### config.mk
export PLATFORM = sky130hd
export DESIGN_NAME = axi3_mst_read_engine
export DESIGN_NICKNAME = d
export VERILOG_FILES = /design/src/rtl/axi3_pkg.sv /design/src/rtl/axi3_burst_len_calc.sv /design/src/rtl/axi3_mst_read_engine.sv
export SDC_FILE = /design/constraint.sdc
export NUM_CORES = 1
export LEC_CHECK = 0
export BUFFER_PORTS_ARGS = -buffer_cell sky130_fd_sc_hd__buf_2
export CAP_MARGIN = 10
export CORE_ASPECT_RATIO = 1.1
export CORE_MARGIN = 2
export CORE_UTILIZATION = 55
export CTS_CLUSTER_DIAMETER = 80
export CTS_CLUSTER_SIZE = 8
export DETAILED_ROUTE_END_ITERATION = 8
export GPL_ROUTABILITY_DRIVEN = 1
export GPL_TIMING_DRIVEN = 0
export PLACE_DENSITY = 0.91
export SYNTH_ARGS = -nofsm -noshare
export SYNTH_HDL_FRONTEND = slang
export SYNTH_SLANG_ARGS = --single-unit
### constraint.sdc
create_clock -name clk -period 6.24 [get_ports clk]
set_clock_uncertainty 0.05 [all_clocks]
set_input_delay 1.248 -clock clk [delete_from_list [all_inputs] [get_ports clk]]
set_output_delay 1.248 -clock clk [all_outputs]
set_load 0.05 [all_outputs]
### src/rtl/axi3_pkg.sv
// Shared AXI3 read-master definitions: fixed AR channel encodings, burst cap,
// read-engine state encoding and the 4 KB boundary helper.
package axi3_pkg;

  localparam int unsigned MAX_BEATS = 16;

  localparam logic [2:0] SIZE_4B       = 3'b010;
  localparam logic [1:0] BURST_INCR    = 2'b01;
  localparam logic [1:0] RESP_OKAY     = 2'b00;
  localparam logic [1:0] LOCK_NORMAL   = 2'b00;
  localparam logic [3:0] CACHE_DEFAULT = 4'b0000;
  localparam logic [2:0] PROT_DEFAULT  = 3'b000;

  typedef enum logic [1:0] {
    IDLE = 2'd0,
    ADDR = 2'd1,
    DATA = 2'd2
  } rd_state_e;

  // Number of 32-bit words from a word offset inside a 4 KB page to the page end.
  function automatic logic [10:0] words_to_4k(input logic [9:0] word_off);
    return 11'd1024 - {1'b0, word_off};
  endfunction

endpackage

### src/rtl/axi3_burst_len_calc.sv
// Burst sizing: beats = min(MAX_BEATS, remaining words, words left in the 4 KB page).
module axi3_burst_len_calc
  import axi3_pkg::*;
#(
  parameter int unsigned MAX_BEATS_P = axi3_pkg::MAX_BEATS
) (
  input  logic [31:0] addr,
  input  logic [15:0] remain,
  output logic [4:0]  beats,
  output logic [3:0]  arlen
);

  localparam logic [15:0] CAP = 16'(MAX_BEATS_P);

  logic [10:0] to_4k_s;
  logic [15:0] capped_s;
  logic [15:0] beats_w_s;
  logic        unused_s;

  assign to_4k_s   = words_to_4k(addr[11:2]);
  assign capped_s  = (remain < CAP) ? remain : CAP;
  assign beats_w_s = ({5'd0, to_4k_s} < capped_s) ? {5'd0, to_4k_s} : capped_s;

  // A 16-beat burst truncates to 4'd0 here, so the subtraction wraps to 15.
  assign beats = beats_w_s[4:0];
  assign arlen = beats_w_s[3:0] - 4'd1;

  // Page number, byte lane and upper count bits do not influence the length.
  assign unused_s = ^{addr[31:12], addr[1:0], beats_w_s[15:5]};

endmodule

### src/rtl/axi3_mst_read_engine.sv
// AXI3 read master: splits a word transfer into INCR bursts (one outstanding),
// forwards accepted beats to a FIFO and flags protocol/response errors.
// Optional build macro: AXI3_RD_ERR_ABORT_EN -- stop after the burst that saw an error.
module axi3_mst_read_engine
  import axi3_pkg::*;
#(
  parameter int unsigned MAX_BEATS = axi3_pkg::MAX_BEATS,
  parameter logic [3:0]  ID_VAL    = 4'd0
) (
  input  logic        clk,
  input  logic        rst_n,
  input  logic [31:0] addr_src,
  input  logic [15:0] data_len,
  input  logic        mst_begin,
  input  logic        fifo_full,
  output logic [31:0] read_data,
  output logic        en_write,
  output logic        error,
  input  logic        arready,
  output logic [3:0]  arid,
  output logic [31:0] araddr,
  output logic [3:0]  arlen,
  output logic [2:0]  arsize,
  output logic [1:0]  arburst,
  output logic [1:0]  arlock,
  output logic [3:0]  arcache,
  output logic [2:0]  arprot,
  output logic        arvalid,
  input  logic [3:0]  rid,
  input  logic [31:0] rdata,
  input  logic [1:0]  rresp,
  input  logic        rlast,
  input  logic        rvalid,
  output logic        rready
);

  rd_state_e   state_q, state_d;
  logic [31:0] addr_q, addr_d;
  logic [15:0] remain_q, remain_d;
  logic [4:0]  beat_cnt_q, beat_cnt_d;
  logic [4:0]  beats_q, beats_d;
  logic        arvalid_q, arvalid_d;
  logic [31:0] araddr_q, araddr_d;
  logic [3:0]  arlen_q, arlen_d;
  logic        error_q, error_d;

  logic [31:0] next_addr_s;
  logic [15:0] remain_dec_s;
  logic [31:0] calc_addr_s;
  logic [15:0] calc_remain_s;
  logic [4:0]  calc_beats_s;
  logic [3:0]  calc_arlen_s;
  logic        rready_s;
  logic        beat_hs_s;
  logic        beat_err_s;
  logic        abort_s;

  // Address of the following burst and remaining count after the current beat.
  assign next_addr_s  = addr_q + {25'd0, beats_q, 2'b00};
  assign remain_dec_s = (remain_q != 16'd0) ? (remain_q - 16'd1) : 16'd0;

  // When idle the next burst is sized from the start request, otherwise from
  // the post-burst address and count, so arlen is ready the cycle ADDR is entered.
  assign calc_addr_s   = (state_q == IDLE) ? addr_src : next_addr_s;
  assign calc_remain_s = (state_q == IDLE) ? data_len : remain_dec_s;

  axi3_burst_len_calc #(
    .MAX_BEATS_P (MAX_BEATS)
  ) u_len_calc (
    .addr   (calc_addr_s),
    .remain (calc_remain_s),
    .beats  (calc_beats_s),
    .arlen  (calc_arlen_s)
  );

  assign rready_s  = (state_q == DATA) && !fifo_full;
  assign beat_hs_s = rvalid && rready_s;

  // Classify the current beat and decide whether an error ends the transfer.
  always_comb begin
    beat_err_s = 1'b0;
    abort_s    = 1'b0;
    if ((rresp != RESP_OKAY) || (rid != ID_VAL)) begin
      beat_err_s = 1'b1;
    end else if (rlast && (beat_cnt_q > 5'd1)) begin
      beat_err_s = 1'b1;
    end else if (!rlast && (beat_cnt_q == 5'd1)) begin
      beat_err_s = 1'b1;
    end else begin
      beat_err_s = 1'b0;
    end
`ifdef AXI3_RD_ERR_ABORT_EN
    abort_s = error_q || beat_err_s;
`else
    abort_s = 1'b0;
`endif
  end

  // Next-state and register-update logic for the IDLE/ADDR/DATA sequencer.
  always_comb begin
    state_d    = state_q;
    addr_d     = addr_q;
    remain_d   = remain_q;
    beat_cnt_d = beat_cnt_q;
    beats_d    = beats_q;
    arvalid_d  = arvalid_q;
    araddr_d   = araddr_q;
    arlen_d    = arlen_q;
    error_d    = error_q;
    case (state_q)
      IDLE: begin
        if (mst_begin && (data_len != 16'd0)) begin
          addr_d    = addr_src;
          remain_d  = data_len;
          error_d   = 1'b0;
          arvalid_d = 1'b1;
          araddr_d  = addr_src;
          arlen_d   = calc_arlen_s;
          beats_d   = calc_beats_s;
          state_d   = ADDR;
        end else begin
          state_d = IDLE;
        end
      end
      ADDR: begin
        if (arready) begin
          arvalid_d  = 1'b0;
          beat_cnt_d = beats_q;
          state_d    = DATA;
        end else begin
          arvalid_d = 1'b1;
        end
      end
      DATA: begin
        if (beat_hs_s) begin
          remain_d   = remain_dec_s;
          beat_cnt_d = (beat_cnt_q != 5'd0) ? (beat_cnt_q - 5'd1) : 5'd0;
          error_d    = error_q || beat_err_s;
          if (rlast) begin
            addr_d = next_addr_s;
            if ((remain_dec_s == 16'd0) || abort_s) begin
              state_d = IDLE;
            end else begin
              arvalid_d = 1'b1;
              araddr_d  = next_addr_s;
              arlen_d   = calc_arlen_s;
              beats_d   = calc_beats_s;
              state_d   = ADDR;
            end
          end else begin
            state_d = DATA;
          end
        end else begin
          state_d = DATA;
        end
      end
      default: begin
        state_d = IDLE;
      end
    endcase
  end

  // State and datapath registers; reset aborts any transfer in flight.
  always_ff @(posedge clk or negedge rst_n) begin
    if (!rst_n) begin
      state_q    <= IDLE;
      addr_q     <= 32'd0;
      remain_q   <= 16'd0;
      beat_cnt_q <= 5'd0;
      beats_q    <= 5'd0;
      arvalid_q  <= 1'b0;
      araddr_q   <= 32'd0;
      arlen_q    <= 4'd0;
      error_q    <= 1'b0;
    end else begin
      state_q    <= state_d;
      addr_q     <= addr_d;
      remain_q   <= remain_d;
      beat_cnt_q <= beat_cnt_d;
      beats_q    <= beats_d;
      arvalid_q  <= arvalid_d;
      araddr_q   <= araddr_d;
      arlen_q    <= arlen_d;
      error_q    <= error_d;
    end
  end

  assign arid      = ID_VAL;
  assign araddr    = araddr_q;
  assign arlen     = arlen_q;
  assign arsize    = SIZE_4B;
  assign arburst   = BURST_INCR;
  assign arlock    = LOCK_NORMAL;
  assign arcache   = CACHE_DEFAULT;
  assign arprot    = PROT_DEFAULT;
  assign arvalid   = arvalid_q;
  assign rready    = rready_s;
  assign read_data = rdata;
  assign en_write  = beat_hs_s;
  assign error     = error_q;

endmodule

-- Yosys cells after proc, flatten, opt, wreduce, memory -nomap -nowiden
Index checks and enable logic that the tools add are counted.
Widths: inputs -> output; s select.
- register bits: 98
- input bits: 93
- logic and storage cells: 97
- add/subtract/negate cells: 5
- order comparisons: 3
- eq/ne operators: 8
- muxes and demuxes: 48
- reductions and logical operators: 24
- operators by type and width (kind ; count):
    $mux 32 ; 6
    $pmux 32 s2 ; 2
    $mux 16 ; 5
    $mux 5 ; 8
    $add 32x7->32 ; 1
    $pmux 16 s2 ; 1
    $reduce_bool 16->1 ; 2
    $pmux 5 s2 ; 2
    $logic_not 16->1 ; 1
    $lt 11x16->1 ; 1
    $lt 16x5->1 const B ; 1
    $mux 4 ; 4
    $sub 16x1->16 const B ; 1
    $mux 1 ; 12
    $mux 12 ; 1
    $sub 11x10->11 const A ; 1
    $reduce_and 5->1 ; 2
    $ne 2x2->1 const B ; 4
    $pmux 4 s2 ; 1
    $mux 2 ; 3
    $pmux 2 s3 ; 1
    $reduce_and 3->1 ; 2
    $reduce_bool 2->1 ; 3
    $eq 5x1->1 const B ; 1
    other kinds (16) ; 22

-- Logic depth before layout (Yosys ltp)
Gate-level depths: netlist of run 1.
- depth in word-level cells: 12
- gate-level depth with buffers: 20
- depth with buffers taken out: 19

-- Modules after synthesis
A second synthesis of run 1 with hierarchy kept.
- cell total of the unflattened synthesis: 882
- area, all modules: 7474.7 um2
- modules (own cells, without submodules) (module ; times used ; cells an instance ; area each (um2) ; seq. area each (um2)):
    axi3_mst_read_engine ; 1 ; 797 ; 6836.6 ; 2452.4
    axi3_burst_len_calc ; 1 ; 85 ; 638.1 ; 0.0

-- Least setup slack after synthesis of run 1
OpenSTA, ideal clock, no wires.
- kind: input to register
- start point: input addr_src[2]
- end point: register arlen_q[2] (netlist: arlen[2])
- setup time: 129 ps
- data arrival time: 4687 ps
- slack: 1374 ps
- stages on the path: 18
- path buffers: 0
- cell sequence: mux2_2 > inv_1 > ha_1 > nand2_1 > nor2_1 > nand3_1 > nor3b_1 > and3_1 > ha_1 > a21oi_1 > nand2_1 > or3_1 > o32ai_4 > mux2i_1 > o21ai_2 > ha_1 > a221oi_1 > o31ai_1
- longest elaborated chain between the ends: 9
- elaborated cells on any way between the ends: 10
- classes of those cells: add/sub (2); order compare (1); mux (7)
- ends and longest elaborated chain (element ; line ; RTL):
    from (decl) ; axi3_mst_read_engine.sv:12 ; input logic [31:0] addr_src,
    $mux 12 * ; axi3_mst_read_engine.sv:64 ; assign calc_addr_s = (state_q == IDLE) ? addr_src : next_addr_s;
    $sub 11x10->11 * ; axi3_pkg.sv:22 ; return 11'd1024 - {1'b0, word_off};
    $lt 11x16->1 ; axi3_burst_len_calc.sv:22 ; assign beats_w_s = ({5'd0, to_4k_s} < capped_s) ? {5'd0, to_4k_s} : capped_s;
    $mux 5 * ; axi3_burst_len_calc.sv:22 ;
    $sub 4x1->4 * ; axi3_burst_len_calc.sv:26 ; assign arlen = beats_w_s[3:0] - 4'd1;
    $mux 4 ; axi3_mst_read_engine.sv:141 ; if ((remain_dec_s == 16'd0) || abort_s) begin
    $mux 4 ; axi3_mst_read_engine.sv:139 ; if (rlast) begin
    $mux 4 ; axi3_mst_read_engine.sv:135 ; if (beat_hs_s) begin
    $pmux 4 s2 * ; axi3_mst_read_engine.sv:110 ; case (state_q)
    to (signal assigned) ; axi3_mst_read_engine.sv:183 ; arlen_q <= arlen_d;
    to (decl) ; axi3_mst_read_engine.sv:44 ; logic [3:0] arlen_q, arlen_d;
Every way passes the cells marked *; elsewhere a longest branch is shown, timed or not. The select of a mux whose other input is x is not followed.
A chain may end at the register's enable or synchronous reset.

-- Final worst setup path of run 1
- start point: register beats_q[0]
- end point: register arlen_q[2] (netlist: arlen[2])
- longest elaborated chain between the ends: 10
- elaborated cells on any way between the ends: 11
- classes of those cells: add/sub (3); order compare (1); mux (7)
- ends and longest elaborated chain (element ; line ; RTL):
    from (decl) ; axi3_mst_read_engine.sv:41 ; logic [4:0] beats_q, beats_d;
    from (signal assigned) ; axi3_mst_read_engine.sv:180 ; beats_q <= beats_d;
    $add 32x7->32 * ; axi3_mst_read_engine.sv:59 ; assign next_addr_s = addr_q + {25'd0, beats_q, 2'b00};
    $mux 12 * ; axi3_mst_read_engine.sv:64 ;
    $sub 11x10->11 * ; axi3_pkg.sv:22 ;
    $lt 11x16->1 ; axi3_burst_len_calc.sv:22 ;
    $mux 5 * ; axi3_burst_len_calc.sv:22 ;
    $sub 4x1->4 * ; axi3_burst_len_calc.sv:26 ;
    $mux 4 ; axi3_mst_read_engine.sv:141 ;
    $mux 4 ; axi3_mst_read_engine.sv:139 ;
    $mux 4 ; axi3_mst_read_engine.sv:135 ;
    $pmux 4 s2 * ; axi3_mst_read_engine.sv:110 ;
Marked as above.

==> metrics.cfg, run 1 <==
[global_route]
track_usage_pct=29.1
grt_pass1_vias=6701
grt_first_pass_wirelength_um=33100
gr-total-overflow=0
grt_antenna_before_repair=0
grt_max_degree=71

[detailed_routing]
topRoutingLayerUsed=met4
ant_nets=0
wl_per_cell_um=17.9
drc_errors=0
viasPerCell=6.15
met3_length_um=1700
dr_total_vias=7102
wl_met2_um=10200
wl_met1_um=8150
firstDrtPassIters=5
drt_iter0_drc=767
finalWirelength_um=20700

[floorplan]
start_util_pct=56.9
core_area_mm2=0.0127
io_pins=183
die_w_um=113
num_rows=43
fp.dieH_um=124
die_area_mm2=0.0141

[finish]
final_cells=1155
fin_util_pct=66.7
final_common_cell=buf_2
diodes=0
drive_above_1_share_pct=27.0
final_cell_mix=buf_2, dfrtp_1, nand2_1
layout.nets=1107
syn2layout_area_growth_pct=17.2

[worst_setup_path]
criticalPathCategory=flop to flop
critPathCaptureType=flop
crit_fanout=10
start_kind=flop
cp.arrival_ns=6.06
reg2reg_to=arlen[2]
cp-startpoint=beats_q[0]
worstRegToRegCells=20
worstSetupEndpoint=arlen[2]
reg2reg_slack_ns=0.37
required_ns=6.43
r2r-start=beats_q[0]

[timing]
slew_headroom_pct=46.2
tightest_slew_ns=0.797
post-route-min-period_ns=5.87
hold_violations=0
finalMaxSlewViolations=0
finalSetupViolCount=0
rsz0062_at_grt=false
fin_crit_sh_pct=94.1
fin_tns_setup_ns=0
max_freq_mhz=170

[pwr]
power_w=0.00505
vdd_drop_max_mv=0.238
power_leakage_nw=3.82
power_density_mw_per_mm2=596

[synth]
ys_ff_latch=98
synth_edf_count=0
netlist_area_mm2=0.00723
ys_seq_area_share_pct=33.9
yosysTopAreaCell=dfrtp_1
synth.distinct_cells=79
ys_warn_count=0
yosysTopAreaCellShare_pct=33.9
synthTopCellsByArea=dfrtp_1, o21ai_0, buf_4
postSynthAreaPerCell_um2=8.74
syn-instance-count=827
async_flop_share_pct=100
ys.flop_type=dfrtp_1

[placed_design]
placedCellCount=1139
dp.final_hpwl_um=15700
port_buffers=132
gp_congestion=0.959

[run_status]
status=complete, no violations

[clock_network]
clk_latency_ns=0.36
htreeDepth=3
cts_tree=done
post_cts_resized=0
post_cts_buffers=0
clockBufferDepth=2
root_buffer=clkbuf_16
cts_buffers=9
cts_hold_buf=0
clk_pin_slew_ns=0.07
cts.sink_count=98

[job]
maxCapViolCount=0

[min_path]
hold_path_class=flop to flop

## registers in the layout, summed over array words and instances, names as in the netlist
register    flops
state_q         2
arvalid         1
beat_cnt_q      5
araddr         32
beats_q         5
error           1
addr_q         32
arlen           4
remain_q       16
## cell type report
type	instances	area [um2]
Inverter	17	63.8
Clock buffer	11	243
Fill cell	1013	4230
Tap cell	157	196
Clock inverter	5	28.8
Multi-Input combinational cell	633	4200
Sequential cell	98	2450
Buffer	101	596
Timing Repair Buffer	133	691
## worst max-delay path, cell delays in order (launching register included)
cell and delay [ns]:
dfrtp_1 0.43, ha_1 0.23, fa_1 0.43, a21oi_1 0.17
o21bai_1 0.15, a21oi_1 0.45, clkbuf_1 0.44, nor3_1 0.13
o31ai_1 0.42, nor3b_1 0.29, xor2_1 0.20, ha_1 0.26
nand3_1 0.08, nand2_1 0.11, or3_1 0.39, o32ai_4 0.50
mux2i_1 0.29, o21ai_2 0.13, ha_1 0.25, a221oi_1 0.24
o31ai_1 0.11
## cells by family after synthesis
family / after synthesis / synth area share [%]
xor+xnor: 26 / 3.15
compound gates: 227 / 20.3
fa+ha+maj: 21 / 3.74
mux: 52 / 8.81
simple gates: 283 / 20.8
other cells: 2 / 0.104
buf+inv: 118 / 9.12
flops: 98 / 33.9
## worst min-delay path by stage
stage / start / endpoint / cells after the start
2_1_floorplan: addr_q[6] / addr_q[6] / 2
3_3_place_gp: addr_q[6] / addr_q[6] / 2
3_5_place_dp: error / error / 1
4_1_cts: error / error / 1
5_1_grt: araddr[24] / araddr[24] / 1
6_report: error / error / 1
## per-layer routing
metal | up-vias | global-route usage (%)
met5 | - | 0
met4 | 0 | 13.5
met3 | 54 | 4.63
met2 | 402 | 48.6
met1 | 3339 | 36.9
li1 | 3307 | -
## Yosys cell counts, types with 11 or more instances
cell	instances
nor3_1	23
inv_1	17
mux2_2	25
nand4_1	11
mux2_4	17
clkbuf_1	38
ha_1	20
xnor2_1	18
nor4_1	14
nand3_1	23
buf_4	52
o21ai_0	79
nand2_1	83
a31oi_1	22
a21oi_1	39
dfrtp_1	98
nor2_1	53
## per-stage QoR
step	area, um2	hold slack [ns]	setup slack [ns]
after global placement	8170	0.418	0.543
after detailed placement	8200	0.424	0.562
after floorplan	7310	0.402	1.37
after CTS	8470	0.439	0.498
final	8470	0.435	0.369
after global routing	8470	0.472	0.102
## power breakdown
| group | switching, W | internal, W |
|---|---|---|
| combinational | 0.00208 | 0.00118 |
| sequential | 0.000304 | 0.000950 |
| clock | 0.000253 | 0.000280 |
Note: power is estimated with default switching activity, not from simulation.
==> run 2, diff against run 1 <==
ABC_AREA = 1   (was default)
CORE_UTILIZATION = 25   (was 55)
PLACE_DENSITY = 0.53   (was 0.91)
==> metrics.cfg, run 2 <==
[job]
maxCapViolCount=0

[detailed_routing]
wl_per_cell_um=14.6
ant_nets=0
drt_iter0_drc=367
dr_total_vias=6407
drc_errors=0
firstDrtPassIters=5
viasPerCell=4.45
finalWirelength_um=21100

[global_route]
track_usage_pct=15.1
grt_max_degree=62
grt_first_pass_wirelength_um=33200
grt_pass1_vias=6094
grt_antenna_before_repair=1
gr-total-overflow=0

[placed_design]
dp.final_hpwl_um=16200
gp_congestion=0.863
port_buffers=132

[floorplan]
core_area_mm2=0.0263
die_w_um=160
num_rows=62
fp.dieH_um=176
die_area_mm2=0.0282
start_util_pct=25.6
io_pins=183

[clock_network]
clk_pin_slew_ns=0.08
cts.sink_count=98
cts_buffers=9
cts_hold_buf=0
root_buffer=clkbuf_16
post_cts_resized=0
cts_tree=done
post_cts_buffers=0
clockBufferDepth=2
htreeDepth=3
clk_latency_ns=0.36

[timing]
fin_tns_setup_ns=0
finalSetupViolCount=0
tightest_slew_ns=0.724
hold_violations=0
post-route-min-period_ns=4.36
holdWs_ns=0.417
fin_crit_sh_pct=69.9
finalMaxSlewViolations=0
slew_headroom_pct=51.7
max_freq_mhz=229
rsz0062_at_grt=false

[worst_setup_path]
cp.depth=20
cp_top_family=simple AND/OR/NAND/NOR gates
critPathCaptureType=flop
crit_slowest_cell=a21oi_1
crit_top_cell=nand2_1
crit_fanout=10
required_ns=6.44
critical_path_buf_inv_count=4
start_kind=flop
worstPathCellList=nor2_2 > inv_1 > buf_2 > clkbuf_1 > o21ai_0 > nand3_1 > nor2_1 > inv_1 > nor2_1 > nand3_1 > nor3b_1 > ha_1 > a21oi_1 > nand2_4 > nand2_1 > nand2_2 > ha_1 > xnor2_1 > nand2_1 > nand2_1
cp.arrival_ns=4.57
worstRegToRegCells=20
criticalPathCategory=flop to flop
max_stage_delay_ns=0.47

[synth]
synthMuxAreaShare_pct=0.447
yosysTopAreaCell=dfrtp_1
synth_edf_count=0
synthTopCellsByArea=dfrtp_1, nand2_1, o21ai_0
syn-instance-count=918
synthMostInstantiatedCell=nand2_1
ys.flop_type=dfrtp_1
ys_seq_area_share_pct=36.5
synth-simple-area-share_pct=28.6
netlist_area_mm2=0.00672
async_flop_share_pct=100
synth_adder_area_share_pct=4.02
synth_top_family_by_area=simple AND/OR/NAND/NOR gates
synth.distinct_cells=51
ys_warn_count=0
postSynthAreaPerCell_um2=7.32
synth_xor_area_share_pct=4.17
ys_ff_latch=98
synth-compound-area-share_pct=13.5
yosys-top-cells-count=nand2_1, dfrtp_1, o21ai_0
yosysTopAreaCellShare_pct=36.5

[finish]
final_cell_mix=nand2_1, buf_2, o21ai_0, dfrtp_1, inv_1
syn2layout_area_growth_pct=22.3
diodes=0
final_common_cell=nand2_1
layout.nets=1198
drive_above_1_share_pct=23.5
nFillCells=2889

[pwr]
vdd_drop_max_mv=0.266
power_density_mw_per_mm2=587
power_leakage_nw=4.17

[run_status]
status=complete, no violations

[min_path]
hold_depth=2
hold_path_class=flop to flop

run 2: layout make-up:
cell class	count	area [um2]	share of cell area (%)
multi-input cells	671	3500	42.5
clock buffers	9	225	2.74
well taps	352	440	5.36
plain buffers	81	517	6.29
clock inverters	7	58.8	0.716
flip-flops and latches	98	2450	29.8
repair buffers	133	691	8.40
inverters	90	338	4.11
run 2: metal layers:
metal  up-vias  routed length (um)  track usage (%)
met2       191                9900             25.5
met4         0                 314             4.09
met3        23                1270             2.70
li1       3234                   -                -
met5         -                   0                0
met1      2959                9610             19.9
run 2: where the power goes:
group | leakage [nW] | total [W] | internal [W] | switching, W
sequential | 1.18 | 0.00118 | 0.000952 | 0.000232
clock | 0.138 | 0.000563 | 0.000278 | 0.000285
combinational | 2.85 | 0.00308 | 0.000929 | 0.00215
total | 4.17 | 0.00482 | 0.00216 | 0.00266
run 2: tightest hold or removal path: cells and delay by family, from the launching register on:
| kind | cells | cell delay [ns] |
|---|---|---|
| flip-flops | 1 | 0.34 |
| AND/OR/NAND/NOR | 2 | 0.09 |
run 2: metrics by stage:
| stage | power (W) | instance area (um2) | std cells | setup slack, ns | util, % |
|---|---|---|---|---|---|
| floorplan | 0.00345 | 6800 | 940 | 2.40 | - |
| global placement | 0.00425 | 7900 | 1424 | 1.75 | 30.1 |
| detailed placement | 0.00428 | 7930 | 1425 | 1.71 | 30.2 |
| CTS | 0.00486 | 8220 | 1441 | 1.91 | 31.2 |
| global route | 0.00527 | 8220 | 1441 | 1.48 | 31.2 |
| finish | 0.00482 | 8220 | 1441 | 1.88 | 31.2 |
run 2: cells by family (layout without fill, tap and decap cells):
group | after synthesis | count (layout)
simple gates | 428 | 428
other cells | 2 | 24
xor+xnor | 32 | 32
flops | 98 | 98
buf+inv | 171 | 320
compound gates | 163 | 163
fa+ha+maj | 21 | 21
mux | 3 | 3
run 2: worst paths after layout:
kind,start,endpoint,slack [ns]
setup / recovery,state_q[1],arlen[2],1.88
setup reg to reg,state_q[1],arlen[2],1.88
max in group asynchronous,rst_n,addr_q[15],4.58
hold / removal,araddr[5],araddr[5],0.42
min in group asynchronous,rst_n,remain_q[10],0.84
hold reg to reg,araddr[5],araddr[5],0.42
==> run 3, diff against run 2 <==
clock period = 4.4 ns   (was 6.24 ns; I/O delays follow)
==> metrics.cfg, run 3 (synthesis results as in run 2) <==
[run_status]
status=complete, no violations

[pwr]
power_leakage_nw=4.17
clkPwrFrac_pct=11.7
power_density_mw_per_mm2=833
seqPwrFrac_pct=24.5
vdd_drop_max_mv=0.377
swShare_pct=55.2
power_w=0.00685
p_int_w=0.00307
power_frac_comb_pct=63.8
switchingPower_w=0.00378

[worst_setup_path]
required_ns=4.60
cp.arrival_ns=4.31
max_stage_delay_ns=0.41
crit_top_cell=nand2_1
crit_slowest_cell=fa_1
criticalPathCategory=flop to flop
crit_fanout=6
critPathCaptureType=flop
cp_top_family=adder cells
worstPathCellList=ha_1 > fa_1 > nand3_1 > nand2_1 > a21oi_1 > nor2_4 > xor2_1 > mux2i_1 > nand4_1 > xor2_1 > ha_1 > a21o_1 > a21oi_2 > nand2_4 > nand2_1 > nand2_2 > ha_1 > xnor2_1 > nand2_1 > nand2_1
critical_path_buf_inv_count=0
start_kind=flop

[floorplan]
core_area_mm2=0.0263
num_rows=62
fp.dieH_um=176
die_area_mm2=0.0282
die_w_um=160
start_util_pct=25.6
io_pins=183

[detailed_routing]
wl_per_cell_um=14.7
firstDrtPassIters=5
finalWirelength_um=21100
drt_iter0_drc=338
viasPerCell=4.45
ant_nets=0
drc_errors=0
dr_total_vias=6415

[finish]
drive_above_1_share_pct=23.6
syn2layout_area_growth_pct=22.4
nFillCells=2887
diodes=0
layout.nets=1198
final_cell_mix=nand2_1, buf_2, dfrtp_1
final_common_cell=nand2_1

[global_route]
gr-total-overflow=0
grt_first_pass_wirelength_um=33200
track_usage_pct=15.1
grt_max_degree=62
grt_pass1_vias=6094
grt_antenna_before_repair=1

[placed_design]
dp.final_hpwl_um=16200
port_buffers=132
gp_congestion=0.863
dp_slack_ns=0.108

[clock_network]
root_buffer=clkbuf_16
cts_tree=done
cts.sink_count=98
clk_latency_ns=0.37
cts_hold_buf=0
htreeDepth=3
clockBufferDepth=2
clk_pin_slew_ns=0.08
cts_buffers=9

[timing]
tightest_slew_ns=0.723
slew_headroom_pct=51.8
fin_crit_sh_pct=93.4
fin_tns_setup_ns=0
post-route-min-period_ns=4.11
finalMaxSlewViolations=0
rsz0062_at_grt=false
setup_ws_ns=0.292
holdWs_ns=0.417
hold_violations=0
finalSetupViolCount=0
max_freq_mhz=243

[job]
maxCapViolCount=0

[min_path]
hold_path_class=flop to flop

-- run 3: cell count changes in the layout (fill, tap and decap cells not counted) --
cell and change:
a21oi_1 -1, a21oi_2 +1, nor2_2 -1, nor2_4 +1, o21ai_0 -1, o21ai_1 +1
-- run 3: repair_timing --
action | CTS | global route
resized for setup | 0 | 3
setup endpoints to repair | 0 | 6
buffers inserted | 0 | 0
-- run 3: power groups by stage --
| stage | combinational [W] | clock [W] | sequential [W] |
|---|---|---|---|
| detailed placement | 0.00438 | 0 | 0.00168 |
| global placement | 0.00435 | 0 | 0.00168 |
| floorplan | 0.00270 | 0 | 0.00219 |
| CTS | 0.00440 | 0.000821 | 0.00167 |
| global route | 0.00490 | 0.000846 | 0.00174 |
| finish | 0.00437 | 0.000798 | 0.00168 |
-- run 3: per-stage QoR --
stage | instances | cell area, um2 | utilization, %
finish | 1441 | 8230 | 31.3
global route | 1441 | 8230 | 31.3
CTS | 1441 | 8220 | 31.2
detailed placement | 1425 | 7930 | 30.2
global placement | 1424 | 7900 | 30.1
floorplan | 940 | 6800 | -
-- run 3: final cells by class --
cell class                 count  area [um2]  area share, %
clock buffer                   9         225           2.74
buffer                        81         517           6.28
sequential                    98        2450           29.8
clock inverter                 7        58.8          0.715
timing repair buffer         133         691           8.40
inverter                      90         338           4.11
multi-input combinational    671        3500           42.6
tap                          352         440           5.35
-- run 3: final timing paths --
kind / endpoint / cells past startpoint / slack, ns / startpoint
worst max-delay path: arlen[2] / 20 / 0.29 / addr_q[2]
worst min-delay path: araddr[5] / 2 / 0.42 / araddr[5]
worst max register to register: arlen[2] / 20 / 0.29 / addr_q[2]
worst min register to register: araddr[5] / 2 / 0.42 / araddr[5]
max in group asynchronous: araddr[4] / 2 / 3.10 / rst_n
min in group asynchronous: remain_q[8] / 1 / 0.47 / rst_n
-- run 3: metal layers --
| layer | wire length (um) | share of wire (%) | GRT usage [%] | vias to the layer above |
|---|---|---|---|---|
| met5 | 0 | 0 | 0 | - |
| met4 | 338 | 1.6 | 4.09 | 0 |
| met3 | 1260 | 6.0 | 2.70 | 26 |
| met2 | 9850 | 47 | 25.5 | 198 |
| met1 | 9680 | 46 | 19.9 | 2955 |
| li1 | - | - | - | 3236 |
-- run 3: worst register-to-register path, cell delays in order, from the launching register on --
cell	delay, ns
dfrtp_1	0.40
ha_1	0.24
fa_1	0.41
nand3_1	0.10
nand2_1	0.08
a21oi_1	0.28
nor2_4	0.07
xor2_1	0.16
mux2i_1	0.39
nand4_1	0.18
xor2_1	0.18
ha_1	0.26
a21o_1	0.20
a21oi_2	0.29
nand2_4	0.11
nand2_1	0.08
nand2_2	0.08
ha_1	0.21
xnor2_1	0.12
nand2_1	0.05
nand2_1	0.05
